### config.mk
export PLATFORM = sky130hd
export DESIGN_NAME = bit_serial_adder_ctrl
export DESIGN_NICKNAME = d
export VERILOG_FILES = /design/src/rtl/bit_serial_adder_ctrl.sv
export SDC_FILE = /design/constraint.sdc
export NUM_CORES = 1
export LEC_CHECK = 0
export CAP_MARGIN = 30
export CORE_MARGIN = 2
export CORE_UTILIZATION = 51
export CTS_CLUSTER_DIAMETER = 150
export CTS_CLUSTER_SIZE = 12
export DETAILED_ROUTE_END_ITERATION = 8
export HOLD_SLACK_MARGIN = 0.02
export PLACE_DENSITY = 0.79
export SYNTH_ARGS = -nofsm -noshare
export SYNTH_HDL_FRONTEND = slang
export SYNTH_SLANG_ARGS = --single-unit
### constraint.sdc
create_clock -name clk -period 1.7 [get_ports clk]
set_clock_uncertainty 0.05 [all_clocks]
set_input_delay 0.51 -clock clk [delete_from_list [all_inputs] [get_ports clk]]
set_output_delay 0.51 -clock clk [all_outputs]
set_load 0.005 [all_outputs]
### src/rtl/bit_serial_adder_ctrl.sv
// bit_serial_adder_ctrl
// Adds or subtracts two WIDTH-bit operands one bit per clock, LSB first,
// by reusing a single full_adder cell. A start/busy/done handshake frames
// each operation. Results appear WIDTH cycles after the start edge and are
// held until the next operation completes.
//
// Ports:
//   clk    in   1      clock, all state changes on the rising edge
//   rst    in   1      synchronous active-high reset
//   start  in   1      request, sampled only while idle
//   sub    in   1      0 = a+b+cin, 1 = a-b (cin ignored)
//   a      in   WIDTH  operand A
//   b      in   WIDTH  operand B
//   cin    in   1      carry-in for add mode
//   busy   out  1      high while an operation is running or completing
//   done   out  1      one-cycle pulse, result valid
//   sum    out  WIDTH  result of the last completed operation
//   cout   out  1      final carry (subtract: 1 = no borrow)
//   ovf    out  1      signed overflow of the last completed operation

// Single-bit full adder cell shared across all bit positions.
module full_adder (
   input  logic a,
   input  logic b,
   input  logic cin,
   output logic sum,
   output logic cout
);

   assign sum  = a ^ b ^ cin;
   assign cout = (a & b) | (cin & (a ^ b));

endmodule

module bit_serial_adder_ctrl #(
   parameter int WIDTH = 8
) (
   input  logic             clk,
   input  logic             rst,
   input  logic             start,
   input  logic             sub,
   input  logic [WIDTH-1:0] a,
   input  logic [WIDTH-1:0] b,
   input  logic             cin,
   output logic             busy,
   output logic             done,
   output logic [WIDTH-1:0] sum,
   output logic             cout,
   output logic             ovf
);

   localparam int CW = (WIDTH > 1) ? $clog2(WIDTH) : 1;

   typedef enum logic [1:0] {
      IDLE = 2'd0,
      RUN  = 2'd1,
      DONE = 2'd2
   } state_t;

   state_t           state;
   state_t           state_next;

   logic [WIDTH-1:0] op_a;
   logic [WIDTH-1:0] op_b;
   logic [WIDTH-1:0] shreg;
   logic [WIDTH-1:0] shreg_next;
   logic             carry;
   logic [CW-1:0]    cnt;
   logic             fa_sum;
   logic             fa_cout;
   logic             last_bit;

   // The latched operands shift right every RUN cycle, so bit 0 is always
   // the current bit position; this avoids a variable bit-select mux.
   full_adder u_fa (
      .a    (op_a[0]),
      .b    (op_b[0]),
      .cin  (carry),
      .sum  (fa_sum),
      .cout (fa_cout)
   );

   // New sum bits enter from the MSB side so that after WIDTH shifts the
   // LSB computed first has arrived at bit 0.
   always_comb begin
      shreg_next            = shreg >> 1;
      shreg_next[WIDTH-1]   = fa_sum;
      last_bit              = (cnt == CW'(WIDTH - 1));
   end

   // State register.
   always_ff @(posedge clk) begin
      if (rst) begin
         state <= IDLE;
      end else begin
         state <= state_next;
      end
   end

   // Next-state logic and handshake outputs.
   always_comb begin
      state_next = state;
      case (state)
         IDLE:    if (start) state_next = RUN;
         RUN:     if (last_bit) state_next = DONE;
         DONE:    state_next = IDLE;
         default: state_next = IDLE;
      endcase
   end

   assign busy = (state != IDLE);
   assign done = (state == DONE);

   // Datapath. Subtraction is a + ~b + 1, so b is inverted and the carry
   // flop is preset to 1 at acceptance. Overflow is the carry into the MSB
   // (still in the carry flop during the last bit) XOR the carry out of it.
   always_ff @(posedge clk) begin
      if (rst) begin
         op_a  <= '0;
         op_b  <= '0;
         shreg <= '0;
         carry <= 1'b0;
         cnt   <= '0;
         sum   <= '0;
         cout  <= 1'b0;
         ovf   <= 1'b0;
      end else begin
         case (state)
            IDLE: begin
               if (start) begin
                  op_a  <= a;
                  op_b  <= sub ? ~b : b;
                  carry <= sub ? 1'b1 : cin;
                  cnt   <= '0;
                  shreg <= '0;
               end
            end
            RUN: begin
               op_a  <= op_a >> 1;
               op_b  <= op_b >> 1;
               carry <= fa_cout;
               shreg <= shreg_next;
               cnt   <= cnt + CW'(1);
               if (last_bit) begin
                  sum  <= shreg_next;
                  cout <= fa_cout;
                  ovf  <= carry ^ fa_cout;
               end
            end
            default: begin
            end
         endcase
      end
   end

endmodule

After elaboration in Yosys (flattened, before gate mapping)
Cells that the tools add are included.
Storage, ports and cells
  register bits: 40
  input bits: 21
  output and inout bits: 12
  word-level logic and storage cells: 43
Cells by class
  add/sub/neg operators: 1
  equality and inequality tests: 5
  multiplexer cells: 15
  bitwise gates (word level): 7
  reduce and logical (&&, ||, !) cells: 6
Operator list (number)
  case mux 8 bit (2 select lines): 3
  2-to-1 mux 8 bit: 4
  inverter 8 bit: 1
  case mux 3 bit (2 select lines): 1
  AND reduction 2 bit: 3
  2-to-1 mux 2 bit: 2
  != test 2 bit (second input constant): 2
  case mux 2 bit (2 select lines): 1
  nonzero test 2 bit: 2
  adder 3 x 1 -> 3 bit (second input constant): 1
  equality test 3 bit (second input constant): 1
  2-to-1 mux 3 bit: 1
  XOR 1 bit: 3
  AND 1 bit: 2
  equality test 2 x 1 -> 1 bit (second input constant): 1
  equality test 2 bit (second input constant): 1
  logical NOT 2 bit: 1
  2-to-1 mux 1 bit: 2
  case mux 1 bit (2 select lines): 1
  bitwise OR 1 bit: 1

Depth between registers and ports, before layout
Gate-level depths: netlist of the first run.
  word-level depth: 4
  depth in mapped cells: 6

Hierarchy
Synthesis of the first run repeated with hierarchy kept, for this count alone.
Unflattened totals
  cell total of the unflattened synthesis: 197
  area total of the unflattened synthesis: 1706.6 um^2
By module, submodules not included
  bit_serial_adder_ctrl: instances 1, cells an instance 196, area an instance 1686.6 um^2, sequential area each 780.7 um^2
  full_adder: instances 1, cells an instance 1, area an instance 20.0 um^2, sequential area each 0.0 um^2

Worst setup path before layout of the first run
No wires, ideal clock.
  path kind: reg2out
  start point: register state[1]
  end point: output done
  arrival time: 933 ps
  slack: 207 ps
  cell stages (with the launch flop): 4
  path through: dfxtp_1 clkbuf_1 clkbuf_1 nor2b_1
Between the ends
  word-level cells in the longest chain between the ends: 1
Ends and longest elaborated chain
  start, declared: line 60  | state_t state;
  start signal, assigned: line 96  | state <= state_next;
  equality test 2 bit: line 112  | assign done = (state == DONE);
  end, declared: line 46  | output logic done,
No other way between the ends.

Final worst setup path of the first run
  start point: input start
  end point: register carry
Between the ends
  word-level cells in the longest chain between the ends: 2
Ends and longest elaborated chain
  start, declared: line 40  | input logic start,
  != test 2 bit (no line)
  AND reduction 2 bit (no line)
  end signal, assigned: line 133  | carry <= sub ? 1'b1 : cin;
  end signal, assigned: line 141  | carry <= fa_cout;
  end, declared: line 67  | logic carry;
No other way between the ends.
A chain may end at the register's enable or synchronous reset.

==> run_results.csv, run 1 <==
group,metric,value,unit
critical_path,path_buf_inv,2,
clock_network,cts_hold_buf,0,
critical_path,cp-end-kind,"flop",
yosys,yosysSeqAreaShare,0.457,
die,core,3280,um2
die,start_util,0.520,
sta,setup_viol,0,
critical_path,required,1.93,ns
sta,drv_slew,0,
critical_path,crit_slowest_cell,"clkdlybuf4s50_1",
detailed_routing,antenna_left,0,
yosys,synth.avg_cell_area,8.66,um2
critical_path,r2r_start,"state[0]$_SDFFE_PP0P_",
final_layout,drive_gt1_frac,0.185,
yosys,async_reset_ff_frac,0,
critical_path,r2r_end,"carry$_SDFFE_PP0P_",
grt,global_route.overflow_total,0,
yosys,synthDistinctLibCells,29,
final_layout,final_cell_mix,"27 x nor2_1, 27 x dfxtp_1, 23 x a21oi_1, 21 x nand2_1, 20 x clkdlybuf4s50_1",
clock_network,clk_pin_slew_worst_paths,0.11,ns
sta,fin_crit,1.65,ns
sta,hold_slack,0.404,ns
clock_network,cts_max_path_buffers,2,
clock_network,tritoncts,"built",
die,dieArea,3820,um2
yosys,yosys-top-cells-area,"dfxtp_1 46%, a22oi_1 7.9%, a21oi_1 6.7%, nor2_1 5.9%, nand2_1 4.6%",
critical_path,slowest_delay,0.58,ns
placement,placed_cells,268,
yosys,syn_nets,221,
critical_path,crit_arrival,1.87,ns
power_and_ir_drop,ir_drop,0.459,mV
grt,grt_use_total,0.195,
final_layout,utilization,0.659,
final_layout,instances_no_fill,278,
detailed_routing,vias_per_cell,5.30,
grt,grt_max_degree,40,
placement,dpl.hpwl,2.24,mm
power_and_ir_drop,p_leak,0.869,nW
final_layout,n_antenna_cell,0,
critical_path,worstSetupStartpointType,"input port",
clock_network,cts.sinks,39,
sta,hold_viol_final,0,
sta,slew_headroom,0.706,
detailed_routing,drcViolationCount,0,
sta,finalCritPeriodShare,0.968,
detailed_routing,dr_total_vias,1473,
die,io-pin-count,33,
sta,rsz0062_at_grt,"no",
grt,grt_pass1_wl,5.53,mm
yosys,synth_edf_count,0,
placement,io_buffers,32,
min_path,hold_end,"sum[2]$_SDFFE_PP0P_",
detailed_routing,first_iter_violations,94,
yosys,synth_top_area_cell,"dfxtp_1",
detailed_routing,avgRoutedWirePerCell,12.0,um
critical_path,reg2reg_slack,0.07,ns
sta,worst_pin_slew,0.440,ns
grt,grt.busiest_layer,"met2",
clock_network,worstSkewPairLatency,0.35,ns
yosys,synthDominantCellAreaShare,0.457,
min_path,hp-class,"flop to flop",
yosys,synth-seq-cells,39,
detailed_routing,wl,3.34,mm
power_and_ir_drop,power_density,810,nW/um2
grt,grt_pass1_vias,1278,
grt,grt_util_met1,0.261,
yosys,syn_area,1710,um2
die,die_w,61.8,um
placement,place_congestion,0.727,
detailed_routing,drt-pass1-iter-count,4,
sta,fin_setup_tns,0,ns
critical_path,reg2reg_depth,5,
grt,grt.met3_usage,0.0621,
clock_network,clockRootBuffer,"clkbuf_4",
critical_path,crit_family,"buffers and inverters",
sta,setup_ws,0.0537,ns
run_status,status,"finished clean",
sta,max_freq,0.607,GHz
yosys,yosysWarnings,0,
min_path,holdCritStartpoint,"sum[2]$_SDFFE_PP0P_",
min_path,whs_path_depth,2,
clock_network,cts_htree_levels,2,
yosys,synth_cells,197,
die,fp.dieH,61.8,um
final_layout,layout.nets,255,
die,rows,21,
critical_path,cp_max_fo,8,
final_layout,area_growth,26.9,%
clock_network,cts_buffers,5,
grt,antenna_found_initial,0,
critical_path,path_cells,"clkdlybuf4s50_1 -> inv_1 -> or3_1 -> o22ai_1",
placement,post-place-ws,-0.359,ns
yosys,synth_ff_type,"dfxtp_1",
critical_path,crit_type,"input port to flop",
run,cap_viol_max_count,0,
grt,use_met2,0.290,
## logic make-up (layout without fill, tap and decap cells)
| family | Yosys count | after routing | synth area share |
|---|---|---|---|
| buffers and inverters | 25 | 60 | 0.0689 |
| AOI/OAI and AO/OA | 61 | 61 | 0.245 |
| adders and majority gates | 3 | 3 | 0.0264 |
| muxes | 2 | 2 | 0.0125 |
| xor gates and xnor gates | 9 | 9 | 0.0462 |
| and+or+nand+nor | 58 | 58 | 0.144 |
| DFF | 39 | 39 | 0.457 |
## area by class of cell
| class | instances | area, um2 |
|---|---|---|
| Fill cell | 294 | 1120 |
| Multi-Input combinational cell | 133 | 818 |
| Sequential cell | 39 | 796 |
| Timing Repair Buffer | 44 | 395 |
| Clock buffer | 8 | 68.8 |
| Tap cell | 46 | 57.6 |
| Inverter | 8 | 30.0 |
## report_power, final
group	switching, mW	internal, mW
Clock	0.291	0.243
Sequential	0.0289	0.952
Combinational	0.109	0.130
## synth_stat cells (2+ instances only)
cell type and number:
o221a_2 7, dfxtp_1 39, buf_6 2, nand2_1 21, o22ai_1 9, inv_1 8, nor2b_1 3, a21oi_1 23
ha_1 2, buf_2 7, nor2_1 27, a22oi_1 18, xnor2_1 8, clkbuf_1 8
## worst min-delay path, cell delays in order, from the launching register on
cell and delay, ns:
dfxtp_2 0.33, nand2_1 0.05, a21oi_1 0.05
## registers in the layout, indices dropped and copies added (netlist names)
| signal | cells |
|---|---|
| state | 2 |
| ovf | 1 |
| op_a | 8 |
| sum | 8 |
| op_b | 8 |
| cnt | 3 |
| cout | 1 |
| shreg | 7 |
| carry | 1 |
## per-layer routing
| layer | vias to the layer above | part of all wire |
|---|---|---|
| met3 | 8 | 0.053 |
| met5 | - | 0 |
| met1 | 661 | 0.47 |
| li1 | 758 | - |
| met2 | 46 | 0.46 |
| met4 | 0 | 0.018 |
## worst max path at each step
stage	from	cells after the start	slack (ns)	to
final	start	4	0.05	carry$_SDFFE_PP0P_
after global routing	state[1]$_SDFFE_PP0P_	2	0.009	done
after CTS	state[0]$_SDFFE_PP0P_	2	-0.03	busy
after detailed placement	start	4	-0.36	op_b[6]$_SDFFE_PP0P_
after global placement	start	4	-0.32	op_b[0]$_SDFFE_PP0P_
after floorplan	state[1]$_SDFFE_PP0P_	3	0.21	done
## per-stage QoR
stage,cell area (um2),power (mW)
6_report,2170,1.75
3_5_place_dp,2080,1.24
5_1_grt,2170,1.84
4_1_cts,2170,1.76
2_1_floorplan,1710,1.15
3_3_place_gp,2060,1.23
## repair_timing
item	4_1_cts	5_1_grt
gates resized for setup	26	2
gates cloned	0	0
pin swaps	0	0
buffers inserted	2	0
setup endpoints to repair	13	8
No activity file was read; power rests on OpenSTA's default activity.
==> run 2, diff against run 1 <==
--- a/config.mk
+++ b/config.mk
@@ -11,6 +11,7 @@
 export CTS_CLUSTER_DIAMETER = 150
 export CTS_CLUSTER_SIZE = 12
 export DETAILED_ROUTE_END_ITERATION = 8
+export GPL_TIMING_DRIVEN = 0
 export HOLD_SLACK_MARGIN = 0.02
 export PLACE_DENSITY = 0.79
 export SYNTH_ARGS = -nofsm -noshare
==> run 2 against run 1 <==
Net effect: via count decreased by 0.61%; final area grew 0.23%; fmax up 1.0%; register-to-register slack better by 0.12 ns; non-clock buffer count up 3; combinational power fell by 3%.
==> run_results.csv, run 2 (synthesis results as in run 1) <==
group,metric,value,unit
final_layout,largestRegisters,"op_a (8), op_b (8), sum (8)",
clock_network,tritoncts,"built",
die,start_util,0.520,
grt,global_route.overflow_total,0,
critical_path,reg2reg_slack,0.19,ns
final_layout,area_growth,27.2,%
sta,max_freq,0.614,GHz
sta,slew_headroom,0.693,
clock_network,cts_htree_levels,2,
die,rows,21,
min_path,hp-class,"flop to flop",
sta,fin_setup_tns,0,ns
power_and_ir_drop,p_leak,0.875,nW
critical_path,slowest_delay,0.51,ns
power_and_ir_drop,ir_drop,0.472,mV
detailed_routing,drt-pass1-iter-count,4,
detailed_routing,antenna_left,0,
detailed_routing,first_iter_violations,47,
critical_path,worstSetupStartpointType,"input port",
final_layout,n_antenna_cell,0,
grt,grt_max_degree,18,
clock_network,cts.sinks,39,
sta,finalCritPeriodShare,0.958,
critical_path,cp-end-kind,"flop",
clock_network,clk_pin_slew_worst_paths,0.12,ns
die,dieArea,3820,um2
clock_network,cts_max_path_buffers,2,
die,io-pin-count,33,
final_layout,layout.nets,258,
clock_network,worstSkewPairLatency,0.34,ns
critical_path,crit_arrival,1.80,ns
sta,rsz0062_at_grt,"no",
detailed_routing,avgRoutedWirePerCell,12.6,um
critical_path,cp_max_fo,10,
sta,setup_viol,0,
grt,grt_use_total,0.194,
placement,io_buffers,30,
run,cap_viol_max_count,0,
sta,hold_viol_final,0,
final_layout,final-seq-area,801,um2
grt,grt_pass1_vias,1227,
sta,setup_ws,0.0707,ns
clock_network,clockRootBuffer,"clkbuf_4",
grt,antenna_found_initial,0,
placement,dpl.hpwl,2.39,mm
detailed_routing,drcViolationCount,0,
placement,post-place-ws,-0.459,ns
sta,worst_pin_slew,0.461,ns
placement,place_congestion,0.769,
critical_path,crit_type,"input port to flop",
grt,grt_pass1_wl,5.40,mm
final_layout,drive_gt1_frac,0.187,
detailed_routing,wl,3.54,mm
die,core,3280,um2
sta,hold_slack,0.407,ns
clock_network,cts_buffers,5,
final_layout,fin_area,2170,um2
critical_path,crit_slowest_cell,"clkdlybuf4s50_1",
final_layout,multi_input_area,811,um2
detailed_routing,dr_total_vias,1464,
placement,place_area,2060,um2
critical_path,path_cells,"clkdlybuf4s50_1 -> clkbuf_1 -> clkbuf_2 -> nor2_1",
run_status,status,"finished clean",
final_layout,final_cell_mix,"27 x nor2_1, 27 x dfxtp_1, 23 x a21oi_1, 21 x nand2_1",
final_layout,n_fill_cell,301,
critical_path,required,1.87,ns
power_and_ir_drop,power_density,858,nW/um2
detailed_routing,vias_per_cell,5.21,
die,die_w,61.8,um
sta,fin_crit,1.63,ns
final_layout,utilization,0.661,
die,fp.dieH,61.8,um
sta,drv_slew,0,
[run 2: cell count changes in the layout (fill, tap and decap cells not counted), sizes merged]
cell           before  now
clkdlybuf4s15       0    1
clkdlybuf4s50      20   18
dlygate4sd2        11   10
clkbuf              9   11
buf                12   13
bufinv              0    1
clkinv              0    1
[run 2: final cells by class]
type	instances	share of cell area
plain buffers	13	0.0305
well taps	46	0.0265
clock inverters	2	0.0161
multi-input cells	133	0.373
inverters	8	0.0138
repair buffers	34	0.147
clock buffers	6	0.0236
flip-flops and latches	39	0.369
[run 2: per-layer routing]
metal  track usage  vias to the layer above  share of wire
li1              -                      763              -
met1         0.248                      668           0.48
met2         0.311                       26           0.47
met3        0.0435                        7          0.025
met4        0.0912                        0          0.021
met5             0                        -              0
[run 2: worst max-delay path: cells and delay by family]
family / cells / cell delay (ns)
AND/OR/NAND/NOR: 1 / 0.07
buffers and inverters: 3 / 1.22
[run 2: where the power goes]
part	total (mW)	switching, mW	internal [mW]	leakage [nW]
combinational	0.233	0.107	0.126	0.502
clock	0.650	0.302	0.348	0.0482
sequential	0.981	0.0307	0.950	0.325
[run 2: per-stage QoR]
| step | std cells | power, mW |
|---|---|---|
| after floorplan | 197 | 1.15 |
| after global placement | 273 | 1.23 |
| after detailed placement | 273 | 1.23 |
| after CTS | 280 | 1.86 |
| after global routing | 281 | 1.94 |
| final | 281 | 1.86 |
[run 2: worst paths after layout]
check / from / end / cells past startpoint
worst max-delay path: rst / state[1]$_SDFFE_PP0P_ / 4
worst min-delay path: sum[5]$_SDFFE_PP0P_ / sum[5]$_SDFFE_PP0P_ / 2
worst max register to register: state[0]$_SDFFE_PP0P_ / carry$_SDFFE_PP0P_ / 5
worst min register to register: sum[5]$_SDFFE_PP0P_ / sum[5]$_SDFFE_PP0P_ / 2
[run 2: timing repair]
action / in CTS / in global routing
gates cloned: 0 / 0
gates resized for setup: 35 / 1
setup buffers: 2 / 2
setup endpoints to repair: 22 / 2
hold buffers: 0 / 0
